$ cat config.mk
export PLATFORM = sky130hd
export DESIGN_NAME = rover_move_scheduler
export DESIGN_NICKNAME = d
export VERILOG_FILES = /design/src/rtl/rover_move_scheduler.sv
export SDC_FILE = /design/constraint.sdc
export NUM_CORES = 1
export LEC_CHECK = 0
export ABC_AREA = 1
export CORE_MARGIN = 2
export CORE_UTILIZATION = 50
export DETAILED_ROUTE_END_ITERATION = 8
export PLACE_DENSITY_LB_ADDON = 0.1
export SLEW_MARGIN = 25
export SYNTH_ARGS = -nofsm -noshare
export SYNTH_HDL_FRONTEND = slang
export SYNTH_SLANG_ARGS = --single-unit
$ cat constraint.sdc
create_clock -name clock -period 3.3 [get_ports clock]
set_input_delay 0.66 -clock clock [delete_from_list [all_inputs] [get_ports clock]]
set_output_delay 0.66 -clock clock [all_outputs]
set_load 0.03 [all_outputs]
$ cat src/rtl/rover_move_scheduler.sv
// rover_move_scheduler: queues IR command words and hands them to the motor
// controller one at a time. Between moves there is a fixed idle pause.
//
// Handshake: a new command is taken on the rising edge of the move_ready level.
// A move is launched by a one-cycle start_move strobe with move_data valid in
// the same cycle. The move counts as finished on a rising edge of the
// move_done level.
//
// Optional feature: define MOVE_WATCHDOG_EN to build a per-move watchdog. When
// it is enabled, WAIT is abandoned after TIMEOUT_CYCLES and the sticky
// timeout flag is set.
module rover_move_scheduler #(
  parameter int unsigned DEPTH          = 4,
  parameter int unsigned GAP_CYCLES     = 25000,
  parameter int unsigned TIMEOUT_CYCLES = 250000000
) (
  input  logic        clock,
  input  logic        reset,
  input  logic        move_ready,
  input  logic [11:0] move_data_t,
  input  logic        move_done,
  input  logic        flush,
  output logic        start_move,
  output logic [11:0] move_data,
  output logic        busy,
  output logic [4:0]  count,
  output logic        overflow,
  output logic        timeout,
  output logic [3:0]  state
);

  typedef enum logic [3:0] {
    ST_IDLE  = 4'd0,
    ST_ISSUE = 4'd1,
    ST_WAIT  = 4'd2,
    ST_GAP   = 4'd3
  } state_t;

  localparam int unsigned PTR_W = (DEPTH > 1) ? $clog2(DEPTH) : 1;
  localparam logic [PTR_W-1:0] PTR_ONE = PTR_W'(1);
  localparam logic [4:0] DEPTH_CNT = 5'(DEPTH);
  localparam int unsigned GAP_W = (GAP_CYCLES > 1) ? $clog2(GAP_CYCLES) : 1;
  localparam logic [GAP_W-1:0] GAP_LAST = GAP_W'(GAP_CYCLES - 1);
  localparam logic [GAP_W-1:0] GAP_ONE  = GAP_W'(1);

  // Reject parameter sets the pointer arithmetic cannot support.
  if (DEPTH < 2 || DEPTH > 16 || (DEPTH & (DEPTH - 1)) != 0 ||
      GAP_CYCLES == 0 || TIMEOUT_CYCLES == 0) begin : g_param_check
    $error("rover_move_scheduler: unsupported parameter set");
  end

  state_t           cur_st;
  state_t           nxt_st;
  logic             ready_q;
  logic             done_q;
  logic [11:0]      mem [DEPTH];
  logic [PTR_W-1:0] rd_ptr;
  logic [PTR_W-1:0] wr_ptr;
  logic [4:0]       count_nxt;
  logic [GAP_W-1:0] gap_cnt;
  logic             push_req;
  logic             push_ok;
  logic             push_drop;
  logic             pop_eff;
  logic             done_rise;
  logic             wd_expire;

  // A push is a fresh move_ready rise carrying a non-null word. A flush in
  // the same cycle discards it.
  assign push_req  = move_ready && !ready_q && (move_data_t != 12'h000) && !flush;
  // The head leaves the queue during the ISSUE cycle.
  assign pop_eff   = (cur_st == ST_ISSUE) && (count != 5'd0);
  // A full queue still accepts a push when a pop frees a slot in the same cycle.
  assign push_ok   = push_req && ((count != DEPTH_CNT) || pop_eff);
  assign push_drop = push_req && (count == DEPTH_CNT) && !pop_eff;
  // A move_done level that was already high on WAIT entry is not an edge.
  assign done_rise = move_done && !done_q;
  assign state     = cur_st;

  // Compute the queue occupancy after this cycle.
  always_comb begin
    count_nxt = count;
    if (flush) begin
      count_nxt = 5'd0;
    end else begin
      count_nxt = count + 5'(push_ok) - 5'(pop_eff);
    end
  end

  // Sample the input levels for the rising-edge detectors.
  always_ff @(posedge clock or posedge reset) begin
    if (reset) begin
      ready_q <= 1'b0;
      done_q  <= 1'b0;
    end else begin
      ready_q <= move_ready;
      done_q  <= move_done;
    end
  end

  // Command storage has no reset. The pointers alone define which entries are valid.
  always_ff @(posedge clock) begin
    if (push_ok) begin
      mem[wr_ptr] <= move_data_t;
    end
  end

  // Update the queue pointers and occupancy. The pointers wrap at a power-of-two depth.
  always_ff @(posedge clock or posedge reset) begin
    if (reset) begin
      rd_ptr <= '0;
      wr_ptr <= '0;
      count  <= 5'd0;
    end else if (flush) begin
      rd_ptr <= '0;
      wr_ptr <= '0;
      count  <= 5'd0;
    end else begin
      if (pop_eff) rd_ptr <= rd_ptr + PTR_ONE;
      if (push_ok) wr_ptr <= wr_ptr + PTR_ONE;
      count <= count_nxt;
    end
  end

`ifdef MOVE_WATCHDOG_EN
  localparam int unsigned WD_W = (TIMEOUT_CYCLES > 1) ? $clog2(TIMEOUT_CYCLES) : 1;
  localparam logic [WD_W-1:0] WD_LAST = WD_W'(TIMEOUT_CYCLES - 1);
  localparam logic [WD_W-1:0] WD_ONE  = WD_W'(1);
  logic [WD_W-1:0] wd_cnt;
  logic            timeout_q;

  assign wd_expire = (wd_cnt == WD_LAST);
  assign timeout   = timeout_q;

  // Count the cycles spent in WAIT. Flag the move when it runs out of time.
  always_ff @(posedge clock or posedge reset) begin
    if (reset) begin
      wd_cnt    <= '0;
      timeout_q <= 1'b0;
    end else begin
      if (cur_st == ST_WAIT && !done_rise) begin
        wd_cnt <= wd_cnt + WD_ONE;
        if (wd_expire) timeout_q <= 1'b1;
      end else begin
        wd_cnt <= '0;
      end
    end
  end
`else
  assign wd_expire = 1'b0;
  assign timeout   = 1'b0;
`endif

  // Next-state logic for the move sequencer.
  always_comb begin
    nxt_st = cur_st;
    case (cur_st)
      ST_IDLE:  if (count != 5'd0 && !flush) nxt_st = ST_ISSUE;
      ST_ISSUE: nxt_st = ST_WAIT;
      ST_WAIT:  if (done_rise || wd_expire) nxt_st = ST_GAP;
      ST_GAP:   if (gap_cnt == GAP_LAST) nxt_st = ST_IDLE;
      default:  nxt_st = ST_IDLE;
    endcase
  end

  // Hold the sequencer state.
  always_ff @(posedge clock or posedge reset) begin
    if (reset) cur_st <= ST_IDLE;
    else       cur_st <= nxt_st;
  end

  // Count the pause cycles while in GAP. The counter restarts from zero on every entry to GAP.
  always_ff @(posedge clock or posedge reset) begin
    if (reset)                 gap_cnt <= '0;
    else if (cur_st == ST_GAP) gap_cnt <= gap_cnt + GAP_ONE;
    else                       gap_cnt <= '0;
  end

  // Drive the registered outputs.
  // The strobe and data word are loaded on the edge that enters ISSUE, so they appear in the ISSUE cycle itself.
  always_ff @(posedge clock or posedge reset) begin
    if (reset) begin
      start_move <= 1'b0;
      move_data  <= 12'h000;
      busy       <= 1'b0;
      overflow   <= 1'b0;
    end else begin
      start_move <= (nxt_st == ST_ISSUE) && (cur_st != ST_ISSUE);
      if (nxt_st == ST_ISSUE && cur_st != ST_ISSUE) move_data <= mem[rd_ptr];
      busy <= (nxt_st != ST_IDLE) || (count_nxt != 5'd0);
      if (push_drop) overflow <= 1'b1;
    end
  end

endmodule

==> qor.csv <==
metric,value,unit
status,"finished, final reports clean",
Worst Hold Path Cells,1,
area grow syn2layout,18.2,%
Layout Skew,0.00920,ns
Resized cells post-CTS,0,
via count,2883,
hold path start,gap_cnt[0]$_DFF_PP0_,
Post-Route Setup TNS,0,ns
Pint,1940,uW
I/O pin count,42,
dpl cells,550,
core box area,8090,sq um
Peak supply drop,0.000215,V
layout cells sized above 1,9.76,%
Root Driver,clkbuf_8,
Placement Cell Area,4650,sq um
critical path type,in -> reg,
CTS clock-pin slew for the worst setup and hold paths,0.09,ns
final worst-path cycle share,86.6,%
Fmax achieved,0.350,GHz
slowest CP cell,clkdlybuf4s50_1,
die width,94.6,um
sw frac,30.6,%
drt first pass iters,4,
sequential cell area fraction in the yosys report,62.6,%
final count of hold timing violations,0,
fill count,703,
PwrDens,576,nW/um^2
"area leader, netlist",edfxtp_1,
CTS sink cnt,93,
CP max FO,5,
"Endpoint, Worst Hold",gap_cnt[0]$_DFF_PP0_,
synthesized flop and latch total,93,
worst skew pair latency,0.36,ns
Reg2Reg Depth,18,
crit end category,flip-flop,
drt drc,0,
worst slew pin tran,0.558,ns
Via density,5.09,
"Cell Area, Synth",4100,sq um
antenna violations before repair,0,
dpl hpwl,5.48,mm
"Avg Cell Area, Syn",10.2,sq um
Hold Crit Class,reg -> reg,
clk buf depth,2,
Clock Power Share,27.5,%
largest net degree at the start of global routing,27,
RSZ-0062 raised after global routing,no,
worst rel slew slack,62.7,%
Logic pwr share,22.8,%
area fraction of the dominant cell type after synthesis,35.1,%
final WL,7.96,mm
sw power,854,uW
Final setup viols,0,
flop2flop setup slack,0.61,ns
hold_buf cts,0,
DRT iter0 DRCs,112,
vias in the first global route,2663,
Starting Density,50.7,%
fin nets,484,
post-route insts no fill,566,
standard-cell rows,33,
CTS tree,done,
Num CTS Buffers,9,
Area contributors post-synth,"edfxtp_1 35%, dfrtp_1 27%, nand2_1 6.2%",
max incr delay on CP,0.49,ns
Synth Instances,403,
most frequent cells in the layout,"68 x nor2_1, 68 x nand2_1, 48 x edfxtp_1",
GR Util All Layers,19.2,%
P_leak,0.00202,uW
Port Buffers,40,
min cycle time layout,2.86,ns
r2r startpoint,count[2]$_DFF_PP0_,
Die Y,94.6,um
DRT antenna net count,0,
Reg power frac,49.6,%
YS warnings,0,
WL/cell,14.1,um
number of setup buffers added after CTS,0,
H-tree lvl count,3,
CP Launch Type,input pin,
total gr overflow,0,
crit-path cells,"clkdlybuf4s50_1, nor2_1, nand2_1, nor2_1, nand3_1, nand2_1, nand2_1, nand2_1, ha_1, inv_1, fa_1, inv_1, nand3_1, a21oi_1, nor2_1, nor2_1, nand3_1",
CP Data Arrival Time,3.10,ns
"Primary FF master, synth",edfxtp_1,
design area,4850,sq um
"EDFF count, synth",48,
first-pass GRT wire length,12.9,mm
fin. max-slew vios,0,
Final Power,2790,uW
Cell variety after synth,31,
ys async rst share,48.4,%
reg-to-reg critical path endpoint,busy$_DFF_PP0_,
ANT cells,0,
Max Cap Violations,0,
RD Place Congestion,0.839,
WP data required,3.54,ns
Die ar.,8950,sq um
## critical path: cells and delay by family
| kind | cells | cell delay [ns] |
|---|---|---|
| adder cells (fa/ha/maj) | 2 | 0.50 |
| AO/OA/AOI/OAI | 1 | 0.16 |
| AND/OR/NAND/NOR | 11 | 1.15 |
| buffers and inverters | 3 | 0.63 |
## synthesized netlist by cell type (2+ instances only)
library cell,n
a21oi_1,17
buf_2,6
buf_4,3
dfrtp_1,45
edfxtp_1,48
ha_1,10
inv_1,40
inv_2,6
nand2_1,68
nand2_2,3
nand3_1,17
nand3_2,2
nor2_1,68
o21ai_0,15
o21ai_1,28
o22a_1,12
## power by group through the flow
stage | logic (uW) | registers, uW | clock network [uW]
2_1_floorplan | 182 | 1600 | 0
3_3_place_gp | 635 | 1410 | 0
6_report | 638 | 1390 | 770
3_5_place_dp | 644 | 1410 | 0
5_1_grt | 699 | 1400 | 823
4_1_cts | 646 | 1390 | 779
## layout make-up
class / count / area, sq um / area share [%]
clock inverter: 7 / 75.1 / 1.55
timing repair buffer: 50 / 475 / 9.80
multi-input combinational: 254 / 1290 / 26.7
inverter: 48 / 184 / 3.79
clock buffer: 9 / 124 / 2.55
tap: 105 / 131 / 2.71
sequential: 93 / 2570 / 52.9
## registers in the layout, indices dropped and copies added (netlist names)
signal	cells
overflow	1
gap_cnt	15
wr_ptr	2
mem	48
state	4
busy	1
move_data	12
done_q	1
rd_ptr	2
ready_q	1
count	5
start_move	1
## cells by family (layout without fill, tap and decap cells)
group / Yosys count / in the layout / synth area share [%]
compound gates: 73 / 73 / 10.1
other cells: 1 / 3 / 0.0914
buf+inv: 58 / 114 / 6.10
fa+ha+maj: 11 / 11 / 3.54
flops: 93 / 93 / 62.6
xor+xnor: 1 / 1 / 0.214
simple gates: 166 / 166 / 17.4
## worst max path at each step
| stage | start | endpoint | slack (ns) | cells past startpoint |
|---|---|---|---|---|
| floorplan | count[3]$_DFF_PP0_ | busy$_DFF_PP0_ | 0.73 | 18 |
| detailed placement | move_data_t[5] | busy$_DFF_PP0_ | 0.06 | 17 |
| global route | move_data_t[5] | busy$_DFF_PP0_ | 0.18 | 17 |
| finish | move_data_t[5] | busy$_DFF_PP0_ | 0.44 | 17 |
| CTS | move_data_t[5] | busy$_DFF_PP0_ | 0.43 | 17 |
| global placement | move_data_t[5] | busy$_DFF_PP0_ | 0.16 | 17 |
## per-layer routing
layer	GRT usage [%]	wire length (um)	share of wire, %
met3	3.43	262	3.3
met1	26.6	3830	48
met2	30.7	3750	47
met4	6.88	122	1.5
met5	0	0	0
## per-stage QoR
stage               util, %  setup WS [ns]  hold WS [ns]
floorplan                 -          0.732         0.432
global placement       57.5          0.164         0.455
CTS                    59.9          0.433         0.489
finish                 59.9          0.441         0.479
global route           59.9          0.180         0.495
detailed placement     57.5         0.0554         0.470
Note: power is estimated with default switching activity, not from simulation.
==> patch, RTL diff (config.mk and constraints unchanged) <==
Change the parameter `DEPTH` from 4 to 8.
--- a/src/rtl/rover_move_scheduler.sv
+++ b/src/rtl/rover_move_scheduler.sv
@@ -10,7 +10,7 @@
 // it is enabled, WAIT is abandoned after TIMEOUT_CYCLES and the sticky
 // timeout flag is set.
 module rover_move_scheduler #(
-  parameter int unsigned DEPTH          = 4,
+  parameter int unsigned DEPTH          = 8,
   parameter int unsigned GAP_CYCLES     = 25000,
   parameter int unsigned TIMEOUT_CYCLES = 250000000
 ) (
Check against the original RTL: no difference found for any inputs over 10 cycles, from zero or initial values and one cycle with reset high; that may be too few to reach the edited logic, so the function may still have changed.
==> patch against the original RTL <==
- maximum frequency up 4.1%
- count of clock-buffer cells in the layout up 11
- setup slack better by 0.11 ns
- clock skew down 0.00090 ns
- via count up 50%
- power up 66%
- wire length up 65%
- design area up 55%
- area after synthesis up 51%
- global-route usage up 2.7 points
- sequential cell count up 50
- synthesized cell count up 49%
- sequential power up 50%
- combinational power up 8.9%
==> patch: results (changes against the original RTL) <==
Logic synthesis
  – Commonest cells in the netlist: nand2_1, nor2_1, edfxtp_1, o21ai_0, dfrtp_1
  – Ranking of synthesized cells by area: edfxtp_1, dfrtp_1, nand2_1, nor2_1, o21ai_0
  – Syn Area/Cell: 10.33 sq um (+1.4%)
  – Post-synthesis compound-gate area fraction: 8.239% (-1.8 points)
  – Sequential area share after synthesis: 65.51% (+2.9 points)

Layout
  – Area taken by multi-input logic gates: 1878 sq um (+45%)
  – Layout cells sized above 1: 13.07% (+3.3 points)
  – Nets: 695 (+44%)

Status
  – Status: finished, final reports clean

Worst setup path
  – Critical path peak fanout: 3 (-2)
  – CP startpoint: move_data_t[7]
  – Max incr delay on CP: 0.44 ns (-0.05 ns)
  – Reg2Reg Setup Slack: 0.70 ns (+0.09 ns)

Drt
  – Final WL: 13170 um (+65%)
  – Starting DRT DRC Count: 441 (+290%)
  – Routed vias: 4331 (+50%)
  – Post-detailed-route wirelength per cell: 15.52 um (+10%)

GRT
  – Global-route wire length before repair: 21750 um (+68%)
  – Gr usage total: 21.95% (+2.7 points)

Placed design
  – Dpl ws: 0.1692 ns (+0.1138 ns)
  – RePlAce Congestion: 0.8666 (+3.3%)
  – Area of placed instances: 6923 sq um (+49%)
  – Placed instance count: 817 (+49%)

Timing
  – Worst clock skew: 0.008305 ns (-0.0008963 ns)
  – Hold Slack: 0.4680 ns (-0.01116 ns)

CTS
  – Clock slew at reported path FFs: 0.06 ns (-0.03 ns)
  – Clock Tree Root: clkbuf_16
  – TritonCTS Buffers: 17 (+8)
  – Clk_lat worst skew: 0.42 ns (+0.06 ns)

Pwr
  – Pleak: 0.003015 uW (+49%)
patch: cell count changes after synthesis, moves of 5 or more:
cell,before,now
clkbuf_1,0,7
nand3_1,17,22
nand2_1,68,127
o21ai_0,15,59
nor2_1,68,105
edfxtp_1,48,96
nor2_2,1,6
nor3_1,1,7
inv_1,40,35
o21ai_1,28,20
o22a_1,12,0
patch: how the worst min path moves through the flow:
| stage | from | end | cells past startpoint |
|---|---|---|---|
| floorplan | gap_cnt[0] | gap_cnt[0] | 1 |
| global route | gap_cnt[0] | gap_cnt[0] | 1 |
| global placement | gap_cnt[0] | gap_cnt[0] | 1 |
| CTS | gap_cnt[0] | gap_cnt[0] | 1 |
| detailed placement | gap_cnt[0] | gap_cnt[0] | 1 |
| finish | gap_cnt[0] | gap_cnt[0] | 1 |
patch: cell families (layout without fill, tap and decap cells):
group / Yosys count / in the layout
xor gates and xnor gates: 2 / 2
AOI/OAI and AO/OA: 100 / 100
other: 1 / 3
adders and majority gates: 10 / 10
DFF: 143 / 143
and+or+nand+nor: 280 / 280
buffers and inverters: 64 / 143
patch: metal layers:
layer | GRT usage, % | vias to the layer above | share of wire, %
met1 | 29.93 | 2073 | 45
li1 | - | 2144 | -
met2 | 34.85 | 105 | 49
met5 | 0 | - | 0
met4 | 7.550 | 0 | 1.0
met3 | 5.219 | 9 | 4.7
patch: power breakdown:
group	switching [uW]	total (uW)	internal (uW)
Combinational	420	695	275
Clock	730	1860	1140
Sequential	65.9	2090	2030
Total	1220	4650	3440
patch: area by class of cell:
type                            instances  share of cell area, %
Timing Repair Buffer                   68                  8.136
Multi-Input combinational cell        395                  25.02
Clock buffer                           20                  5.952
Clock inverter                         12                  1.801
Tap cell                              168                  2.801
Inverter                               43                  2.184
Sequential cell                       143                  54.10
